**src/rtl/fetch_stage_if.sv**
```systemverilog
// Bus bundle between the fetch stage and its neighbours (imem, execute redirect, decode).
// misalign_trap exists only when FETCH_MISALIGN_TRAP_EN is defined.
interface fetch_stage_if;
  logic        halt;
  logic        redirect_valid;
  logic [31:0] redirect_target;
  logic        id_ready;
  logic [31:0] imem_addr;
  logic [31:0] imem_rd;
  logic        if_valid;
  logic [31:0] if_instr;
  logic [31:0] if_pc;
  logic [31:0] if_pc_plus4;
`ifdef FETCH_MISALIGN_TRAP_EN
  logic        misalign_trap;
`endif

  modport master (
    input  halt, redirect_valid, redirect_target, id_ready, imem_rd,
    output imem_addr, if_valid, if_instr, if_pc, if_pc_plus4
`ifdef FETCH_MISALIGN_TRAP_EN
    , output misalign_trap
`endif
  );

  modport slave (
    output halt, redirect_valid, redirect_target, id_ready, imem_rd,
    input  imem_addr, if_valid, if_instr, if_pc, if_pc_plus4
`ifdef FETCH_MISALIGN_TRAP_EN
    , input misalign_trap
`endif
  );
endinterface

```
**src/rtl/fetch_stage.sv**
```systemverilog
// RV32I instruction-fetch stage: owns the PC, addresses the combinational imem and fills IF/ID.
// Optional FETCH_MISALIGN_TRAP_EN adds a RUN/TRAP FSM for misaligned redirect targets.
module fetch_stage #(
  parameter logic [31:0] RESET_PC  = 32'h0000_0000,
  parameter logic [31:0] NOP_INSTR = 32'h0000_0013
) (
  input logic           i_clk,
  input logic           i_reset,
  fetch_stage_if.master bus
);

  logic [31:0] r_pc;
  logic        r_if_valid;
  logic [31:0] r_if_instr;
  logic [31:0] r_if_pc;
  logic [31:0] r_if_pc_plus4;

  logic        w_load;
  logic        w_hold_fetch;
  logic [31:0] w_target;

  assign w_load = !r_if_valid || bus.id_ready;

`ifdef FETCH_MISALIGN_TRAP_EN
  localparam logic [0:0] ST_RUN  = 1'b0;
  localparam logic [0:0] ST_TRAP = 1'b1;

  logic [0:0] r_state;
  logic       r_misalign_trap;
  logic       w_misaligned;

  assign w_target     = bus.redirect_target;
  assign w_misaligned = (bus.redirect_target[1:0] != 2'b00);
  assign w_hold_fetch = (r_state == ST_TRAP);

  // Only a redirect moves between RUN and TRAP; the trap flag mirrors the state.
  always_ff @(posedge i_clk) begin
    if (i_reset) begin
      r_state         <= ST_RUN;
      r_misalign_trap <= 1'b0;
    end else if (bus.redirect_valid) begin
      r_state         <= w_misaligned ? ST_TRAP : ST_RUN;
      r_misalign_trap <= w_misaligned;
    end
  end

  assign bus.misalign_trap = r_misalign_trap;
`else
  logic w_unused_tgt_lsbs;

  assign w_unused_tgt_lsbs = ^bus.redirect_target[1:0];
  assign w_target          = {bus.redirect_target[31:2], 2'b00};
  assign w_hold_fetch      = 1'b0;
`endif

  // PC and IF/ID register: reset > redirect > trap hold > halt > load > stall.
  always_ff @(posedge i_clk) begin
    if (i_reset) begin
      r_pc          <= RESET_PC;
      r_if_valid    <= 1'b0;
      r_if_instr    <= NOP_INSTR;
      r_if_pc       <= 32'h0000_0000;
      r_if_pc_plus4 <= 32'h0000_0004;
    end else if (bus.redirect_valid) begin
      r_pc       <= w_target;
      r_if_valid <= 1'b0;
      r_if_instr <= NOP_INSTR;
    end else if (w_hold_fetch) begin
      r_pc <= r_pc;
    end else if (bus.halt && w_load) begin
      r_if_valid <= 1'b0;
    end else if (w_load) begin
      r_if_instr    <= bus.imem_rd;
      r_if_pc       <= r_pc;
      r_if_pc_plus4 <= r_pc + 32'd4;
      r_if_valid    <= 1'b1;
      r_pc          <= r_pc + 32'd4;
    end
  end

  assign bus.imem_addr   = {2'b00, r_pc[31:2]};
  assign bus.if_valid    = r_if_valid;
  assign bus.if_instr    = r_if_instr;
  assign bus.if_pc       = r_if_pc;
  assign bus.if_pc_plus4 = r_if_pc_plus4;

endmodule

```
**src/flat_wrapper.sv**
```systemverilog
// flat-port wrapper written by rule: the top's interface ports become plain ports
module fetch_stage_flat 
#(
  parameter logic [31:0] RESET_PC  = 32'h0000_0000,
  parameter logic [31:0] NOP_INSTR = 32'h0000_0013
)
  (i_clk, i_reset, bus_halt, bus_redirect_valid, bus_redirect_target, bus_id_ready, bus_imem_rd, bus_imem_addr, bus_if_valid, bus_if_instr, bus_if_pc, bus_if_pc_plus4);
  fetch_stage_if bus_i ();
  input logic i_clk;
  input logic i_reset;
  input wire logic [$bits(bus_i.halt)-1:0] bus_halt;
  input wire logic [$bits(bus_i.redirect_valid)-1:0] bus_redirect_valid;
  input wire logic [$bits(bus_i.redirect_target)-1:0] bus_redirect_target;
  input wire logic [$bits(bus_i.id_ready)-1:0] bus_id_ready;
  input wire logic [$bits(bus_i.imem_rd)-1:0] bus_imem_rd;
  output wire logic [$bits(bus_i.imem_addr)-1:0] bus_imem_addr;
  output wire logic [$bits(bus_i.if_valid)-1:0] bus_if_valid;
  output wire logic [$bits(bus_i.if_instr)-1:0] bus_if_instr;
  output wire logic [$bits(bus_i.if_pc)-1:0] bus_if_pc;
  output wire logic [$bits(bus_i.if_pc_plus4)-1:0] bus_if_pc_plus4;
  assign bus_i.halt = bus_halt;
  assign bus_i.redirect_valid = bus_redirect_valid;
  assign bus_i.redirect_target = bus_redirect_target;
  assign bus_i.id_ready = bus_id_ready;
  assign bus_i.imem_rd = bus_imem_rd;
  assign bus_imem_addr = bus_i.imem_addr;
  assign bus_if_valid = bus_i.if_valid;
  assign bus_if_instr = bus_i.if_instr;
  assign bus_if_pc = bus_i.if_pc;
  assign bus_if_pc_plus4 = bus_i.if_pc_plus4;
  fetch_stage #(.RESET_PC(RESET_PC), .NOP_INSTR(NOP_INSTR)) u_core (.i_clk(i_clk), .i_reset(i_reset), .bus(bus_i));
endmodule
```
**config.mk**
```make
export PLATFORM = sky130hd
export DESIGN_NAME = fetch_stage_flat
export DESIGN_NICKNAME = d
export VERILOG_FILES = /design/src/rtl/fetch_stage_if.sv /design/src/rtl/fetch_stage.sv /design/src/flat_wrapper.sv
export SDC_FILE = /design/constraint.sdc
export NUM_CORES = 1
export LEC_CHECK = 0
export BUFFER_PORTS_ARGS = -buffer_cell sky130_fd_sc_hd__buf_2
export CORE_MARGIN = 3
export CORE_UTILIZATION = 35
export CTS_CLUSTER_SIZE = 12
export DETAILED_ROUTE_END_ITERATION = 7
export MAX_ROUTING_LAYER = met4
export PLACE_DENSITY = 0.67
export SYNTH_ARGS = -nofsm -noshare
export SYNTH_HDL_FRONTEND = slang
export SYNTH_SLANG_ARGS = --single-unit
```
**constraint.sdc**
```tcl
create_clock -name i_clk -period 7.2 [get_ports i_clk]
set_clock_uncertainty 0.2 [all_clocks]
set_input_delay 0 -clock i_clk [delete_from_list [all_inputs] [get_ports i_clk]]
set_output_delay 0 -clock i_clk [all_outputs]
set_load 0.02 [all_outputs]
```
==> impl_results.md, run 1 <==
- Status: finished, final reports clean
- Fill cell count: 1377
- Clock Pin Slew Worst Setup and Hold Paths: 0.06 ns
- Largest family of logic cells by synthesized area: simple AND/OR/NAND/NOR gates
- Worst vdd ir: 0.1462 mV
- Die width: 129.5 µm
- Standard-cell row count: 44
- Setup Viol. Count Final: 0
- DR vias/cell: 4.984
- Max-cap viol count: 0
- Post-DP Area: 6322 µm²
- Drt pass-1 iters: 4
- Post-Synth Simple-Gate Area: 0.2628
- Number of DRC markers in iteration 0: 329
- Port Buf Inserts: 189
- Arr. time, crit path: 3.19 ns
- Hold/Removal Path Class: input port to flop
- First-pass GRT wire length: 26.88 mm
- Starting Density: 0.3630
- CTS Buf Count: 17
- Later-pin clock latency in the skew report: 0.42 ns
- Place WS: 4.383 ns
- Post-DRT Antenna Nets: 0
- Largest net degree at the start of global routing: 53
- Nature of the critical path startpoint: flop
- EDFF count, synth: 0
- Final #Nets: 985
- Height of the die: 129.5 µm
- Layout cells sized above 1: 0.2554
- Synth top area cells: dfxtp_1, nand2_1, a21oi_1
- Register area share after synthesis: 0.4614
- Reg2Reg Depth: 7
- Register bit total from synthesis: 123
- Fin crit share: 0.4208
- Vias: 5542
- Setup TNS: 0 ns
- CTS tree: built
- RSZ-0062 raised after global routing: false
- Area share of fa/ha/maj cells after synthesis: 0.002345
- Antenna violations before repair: 0
- Minimum clock period: 3.030 ns
- Worst R2R End: u_core.r_pc[22]
- Finished Cell Area: 7785 µm²
- Leakage: 3.256 nW
- Post-synthesis mux area share: 0
- Vias in the first global route: 5318
- # resized after CTS: 0
- Hold path depth: 4
- Compound-gate portion of the synthesized area: 0.1433
- Antenna cells: 0
- GRT Overall Usage: 0.2099
- Finished Layout Cells: 1112
- Area growth syn-to-layout: 45.89%
- Flop2flop setup slack: 4.17 ns
- Worst-case clock buffer depth: 2
- Routed wire length: 17.22 mm
- Worst setup EP type: flop
- CP Max Fanout: 10
- Most instantiated cells after synthesis: nand2_1, dfxtp_1, a21oi_1
- Clock Sinks: 123
- Synth warn: 0
- Syn_area_per_cell: 7.917 µm²
- CP Class: flop to flop
- Core Region: 14700 µm²
- Share of flip-flops with an asynchronous set or reset: 0
- Synth Flop Type: dfxtp_1
- Post-Syn Area: 5336 µm²
- Synth top area share: 0.4614
- Wire per inst: 15.49 µm
- Detailed Place HPWL: 11.19 mm
- Max_slew headroom: 0.3778
- Fmax achieved: 330.0 MHz
- CTS root buf: clkbuf_16
- Required @ worst endpoint: 7.36 ns
- WHS Endpoint: u_core.bus.if_instr[6]
- Top-Level Pins: 198
- CTS HTree Levels: 4
- Measured slew at the worst slew-check pin: 0.9256 ns
- Min-delay src: bus_imem_rd[6]
- Die Area: 16760 µm²
- Drt drc: 0
- Final Hold Vio Count: 0
- PwrDens: 243.0 nW/µm²
- Count leader, synth: nand2_1
- Placer Congestion: 0.8073
- Cell variety after synth: 39
- Reg2Reg Launch Point: u_core.r_pc[2]
- Worst setup margin: 4.170 ns
- Syn Inst Count: 674
- Grt ovf: 0
- Dpl cells: 995
- Yosys top cell by area: dfxtp_1
- XOR/XNOR Fraction of Synth Area: 0.07550
- Pins Over Slew Limit: 0
==> kinds of logic (layout without fill, tap and decap cells) <==
family | Yosys count | after routing
xor gates and xnor gates | 46 | 46
other | 1 | 6
and+or+nand+nor | 311 | 311
AOI/OAI and AO/OA | 125 | 125
adders and majority gates | 1 | 1
DFF | 123 | 123
buffers and inverters | 67 | 316
==> per-stage QoR <==
stage                     total power, mW    util  hold WS (ns)
after floorplan                    0.8930       -      -0.07653
after global placement             0.9680  0.4301       0.01113
after detailed placement           0.9698  0.4301       0.01867
after CTS                           1.905  0.5296        0.1473
after global routing                1.961  0.5296        0.1571
final                               1.892  0.5296        0.1662
==> placed cells by master, fill, tap and decap left out, types with 2 or more instances in the layout <==
master and count:
a311oi_1 7, nor3_1 15, nand2b_1 2, nand4_1 11
nor2_1 64, clkbuf_1 5, nand2_1 151, and2_1 2
clkinv_2 4, or4_4 2, and3_1 5, nand3_1 21
dlygate4sd3_1 85, or3_2 2, dfxtp_1 123, and4_1 2
nor2b_1 2, or2_2 2, inv_1 2, xnor2_1 24
a21oi_1 66, buf_4 8, clkbuf_16 17, a311o_1 2
or3_1 8, buf_2 188, a211oi_1 39, clkbuf_8 2
nor4_1 14, bufinv_16 4, conb_1 6, o21ai_0 9
xor2_1 22
==> repair_timing <==
action / 4_1_cts / 5_1_grt
hold buffers: 85 / 0
setup buffers: 0 / 0
hold endpoints to repair: 95 / 0
==> where the power goes <==
part	switching (mW)	leakage (nW)	internal [mW]
sequential	0.0379	1.01	0.715
combinational	0.138	1.95	0.102
clock	0.304	0.302	0.595
==> cell type report <==
type	instances	area [µm²]	share of cell area
Inverter	3	11.26	0.001446
Timing Repair Buffer	281	1852	0.2379
Clock buffer	24	471.7	0.06059
Multi-Input combinational cell	489	2618	0.3362
Tap cell	184	230.2	0.02957
Clock inverter	8	140.1	0.01800
Sequential cell	123	2462	0.3163
==> state kept, by name (all words and copies together), names as in the netlist <==
name,flops
u_core.bus.if_pc,30
u_core.bus.if_pc_plus4,30
u_core.r_pc,30
u_core.bus.if_valid,1
u_core.bus.if_instr,32
==> layer usage <==
layer,wire [µm],vias to the layer above,global-route usage
met2,8106,200,0.3375
met3,1099,20,0.06018
met5,0,-,-
li1,-,2776,-
met4,193,0,0.05746
met1,7823,2546,0.2594
==> worst max path at each step <==
stage	start	endpoint	slack (ns)	cells after the start
final	u_core.r_pc[2]	u_core.r_pc[22]	4.17	7
after global routing	u_core.r_pc[3]	u_core.r_pc[22]	3.96	7
after CTS	u_core.r_pc[3]	u_core.r_pc[22]	4.19	7
after detailed placement	u_core.r_pc[4]	u_core.r_pc[31]	4.38	5
after global placement	u_core.r_pc[4]	u_core.r_pc[31]	4.44	5
after floorplan	u_core.r_pc[11]	u_core.r_pc[31]	4.49	7
==> worst max-delay path, cell delays in order (launching register included) <==
cell           delay, ns
dfxtp_1             0.44
ha_1                0.33
nand3_1             0.12
or3_1               0.49
nor4_1              0.38
nor3_1              0.07
a2111oi_0           0.34
dlygate4sd3_1       0.60
(Power assumes the default switching activity.)
==> run 2, diff against run 1 <==
==> constraint.sdc (replaced) <==
create_clock -name i_clk -period 3 [get_ports i_clk]
set_clock_uncertainty 0.2 [all_clocks]
set_input_delay 0 -clock i_clk [delete_from_list [all_inputs] [get_ports i_clk]]
set_output_delay 0 -clock i_clk [all_outputs]
set_load 0.02 [all_outputs]
==> run 2 against run 1 <==
Compared with the run above:
- utilization up 1.6 points
- cell area up 3.0%
- critical path depth unchanged
- first-iteration DRC count up 11%
- hold slack about the same
- critical path type unchanged
==> impl_results.md, run 2 (synthesis gave the netlist of run 1 again) <==
- CP peak stage delay: 0.59 ns (about the same)
- Uppermost routed layer: met4
- Hold_ws: 0.1665 ns (+0.0003480 ns)
- Die width: 129.5 µm (unchanged)
- Combinational share of power: 0.133 (+0.006)
- Largest net degree at the start of global routing: 53 (unchanged)
- Drt drc: 0 (unchanged)
- Arr. time, crit path: 2.88 ns (-0.31 ns)
- Final #Nets: 1005 (+2.0%)
- Placer Congestion: 0.8284 (+2.6%)
- Antenna cells: 0 (unchanged)
- Starting Density: 0.3630 (unchanged)
- CTS tree: built
- Crit. path cell count: 7 (unchanged)
- Wl on met1: 7.762 mm (-0.78%)
- Measured slew at the worst slew-check pin: 0.7179 ns (-0.2077 ns)
- First-pass GRT wire length: 27.53 mm (+2.4%)
- Place WS: 0.3964 ns (-3.987 ns)
- Leakage: 3.384 nW (+4.0%)
- Vias: 5653 (+2.0%)
- Worst setup margin: 0.2831 ns (-3.887 ns)
- Highest-count cells in the layout ignoring fill and taps: buf_2, nand2_1, dfxtp_1, dlygate4sd3_1, a21oi_1
- Fin crit share: 0.9056 (+0.4848)
- Worst vdd ir: 0.4205 mV (+190%)
- Number of DRC markers in iteration 0: 366 (+11%)
- Routed wl met2: 8.222 mm (+1.4%)
- CP Max Fanout: 10 (unchanged)
- Detailed Place HPWL: 11.46 mm (+2.4%)
- Die Area: 16760 µm² (unchanged)
- Antenna violations before repair: 0 (unchanged)
- Nature of the critical path startpoint: flop
- Wire per inst: 15.42 µm (-0.41%)
- Fmax achieved: 368.1 MHz (+12%)
- Required @ worst endpoint: 3.16 ns (-4.20 ns)
- Later-pin clock latency in the skew report: 0.41 ns (about the same)
- Max-cap viol count: 0 (unchanged)
- Crit path max-delay cell type: dlygate4sd3_1
- Reg2Reg Launch Point: u_core.r_pc[2]
- Internal: 3.512 mW (+150%)
- Sequential Power Share: 0.381 (-0.017)
- Standard-cell row count: 44 (unchanged)
- GRT Overall Usage: 0.2144 (+0.004487)
- Routed length on met3: 1.205 mm (+9.6%)
- Switching power total: 1.171 mW (+140%)
- Grt ovf: 0 (unchanged)
- Flop2flop setup slack: 0.28 ns (-3.89 ns)
- Clock Pin Slew Worst Setup and Hold Paths: 0.06 ns (about the same)
- Top-Level Pins: 198 (unchanged)
- Minimum clock period: 2.717 ns (-0.3131 ns)
- Core Region: 14700 µm² (unchanged)
- CTS HTree Levels: 4 (unchanged)
- Clock power share: 0.486 (+0.011)
- CP top delay family: simple AND/OR/NAND/NOR gates
- CP Capture Point: u_core.r_pc[22]
- Critical path startpoint: u_core.r_pc[2]
- Port Buf Inserts: 189 (unchanged)
- Status: finished, final reports clean
- Worst R2R End: u_core.r_pc[22]
- CTS Buf Count: 17 (unchanged)
- Vias in the first global route: 5444 (+2.4%)
- Setup TNS: 0 ns (unchanged)
- Max_slew headroom: 0.5177 (+0.1399)
- Final Hold Vio Count: 0 (unchanged)
- Drt pass-1 iters: 5 (+1)
- Setup Viol. Count Final: 0 (unchanged)
- Clock Sinks: 123 (unchanged)
- Worst setup EP type: flop
- CTS root buf: clkbuf_16
- Buf/Inv on CP: 1 (unchanged)
- Pins Over Slew Limit: 0 (unchanged)
- CP Class: flop to flop
- Switching part of the total: 0.2500 (-0.003551)
- Critical path cell sequence: ha_2 -> nand3_1 -> or3_4 -> nor4_4 -> nor3_1 -> a2111oi_1 -> dlygate4sd3_1
- Commonest non-fill, non-tap cell in the layout: buf_2
- Layout cells sized above 1: 0.2753 (+0.01993)
- RSZ-0062 raised after global routing: false
- DR vias/cell: 4.994 (+0.20%)
- PwrDens: 584.2 nW/µm² (+140%)
- Hold/Removal Path Class: input port to flop
- Height of the die: 129.5 µm (unchanged)
- Max reg flops: 32 (unchanged)
- Routed wire length: 17.46 mm (+1.4%)
- Worst-case clock buffer depth: 2 (unchanged)
- Reg2Reg Depth: 7 (unchanged)
- Area growth syn-to-layout: 50.22%
- Post-DRT Antenna Nets: 0 (unchanged)
run 2: cell count changes in the layout (fill, tap and decap cells not counted), moves of 3 or more:
cell and delta:
buf_4 +16, clkinvlp_4 +3, clkbuf_1 -5, dlygate4sd3_1 +4
run 2: layer usage:
metal	GRT usage	up-vias
met2	0.3448	221
met5	-	-
met3	0.05194	25
met4	0.07090	0
met1	0.2656	2586
li1	-	2821
run 2: worst min path at each step:
| stage | start | end | slack, ns | cells past startpoint |
|---|---|---|---|---|
| 6_report | bus_imem_rd[3] | u_core.bus.if_instr[3] | 0.17 | 4 |
| 5_1_grt | bus_imem_rd[8] | u_core.bus.if_instr[8] | 0.18 | 4 |
| 4_1_cts | bus_imem_rd[15] | u_core.bus.if_instr[15] | 0.15 | 4 |
| 3_5_place_dp | bus_imem_rd[1] | u_core.bus.if_instr[1] | 0.02 | 3 |
| 3_3_place_gp | bus_imem_rd[4] | u_core.bus.if_instr[4] | 0.01 | 3 |
| 2_1_floorplan | bus_imem_rd[0] | u_core.bus.if_instr[0] | -0.08 | 2 |
run 2: timing repair:
item	in CTS	in global routing
resized for setup	0	5
endpoints found under the hold margin	89	0
endpoints found under the setup margin	0	1
buffers inserted	0	0
hold buffers	89	0
run 2: stage by stage:
stage,area (µm²),utilization,cells,total power [mW]
finish,8016,0.5454,1132,4.683
global route,8016,0.5454,1132,4.850
CTS,7993,0.5438,1132,4.714
detailed placement,6442,0.4383,1011,2.345
global placement,6442,0.4383,1011,2.341
floorplan,5355,-,679,2.143
run 2: power groups by stage:
stage	Sequential [mW]	Combinational, mW	Clock [mW]
6_report	1.78	0.623	2.28
2_1_floorplan	1.90	0.242	0
3_5_place_dp	1.82	0.527	0
5_1_grt	1.80	0.682	2.37
3_3_place_gp	1.81	0.526	0
4_1_cts	1.78	0.620	2.31
run 2: worst reg2reg max path: cells and delay by family, from the launching register on:
family	cells	cell delay (ns)
simple gates	4	0.87
buf+inv	1	0.59
flops	1	0.43
compound gates	1	0.30
fa+ha+maj	1	0.27
run 2: cell type report:
type | instances | area, µm²
clock inverter | 12 | 192.7
sequential | 123 | 2462
clock buffer | 20 | 466.7
tap | 184 | 230.2
timing repair buffer | 301 | 2012
fill | 1340 | 6683
multi-input combinational | 489 | 2641
inverter | 3 | 11.26
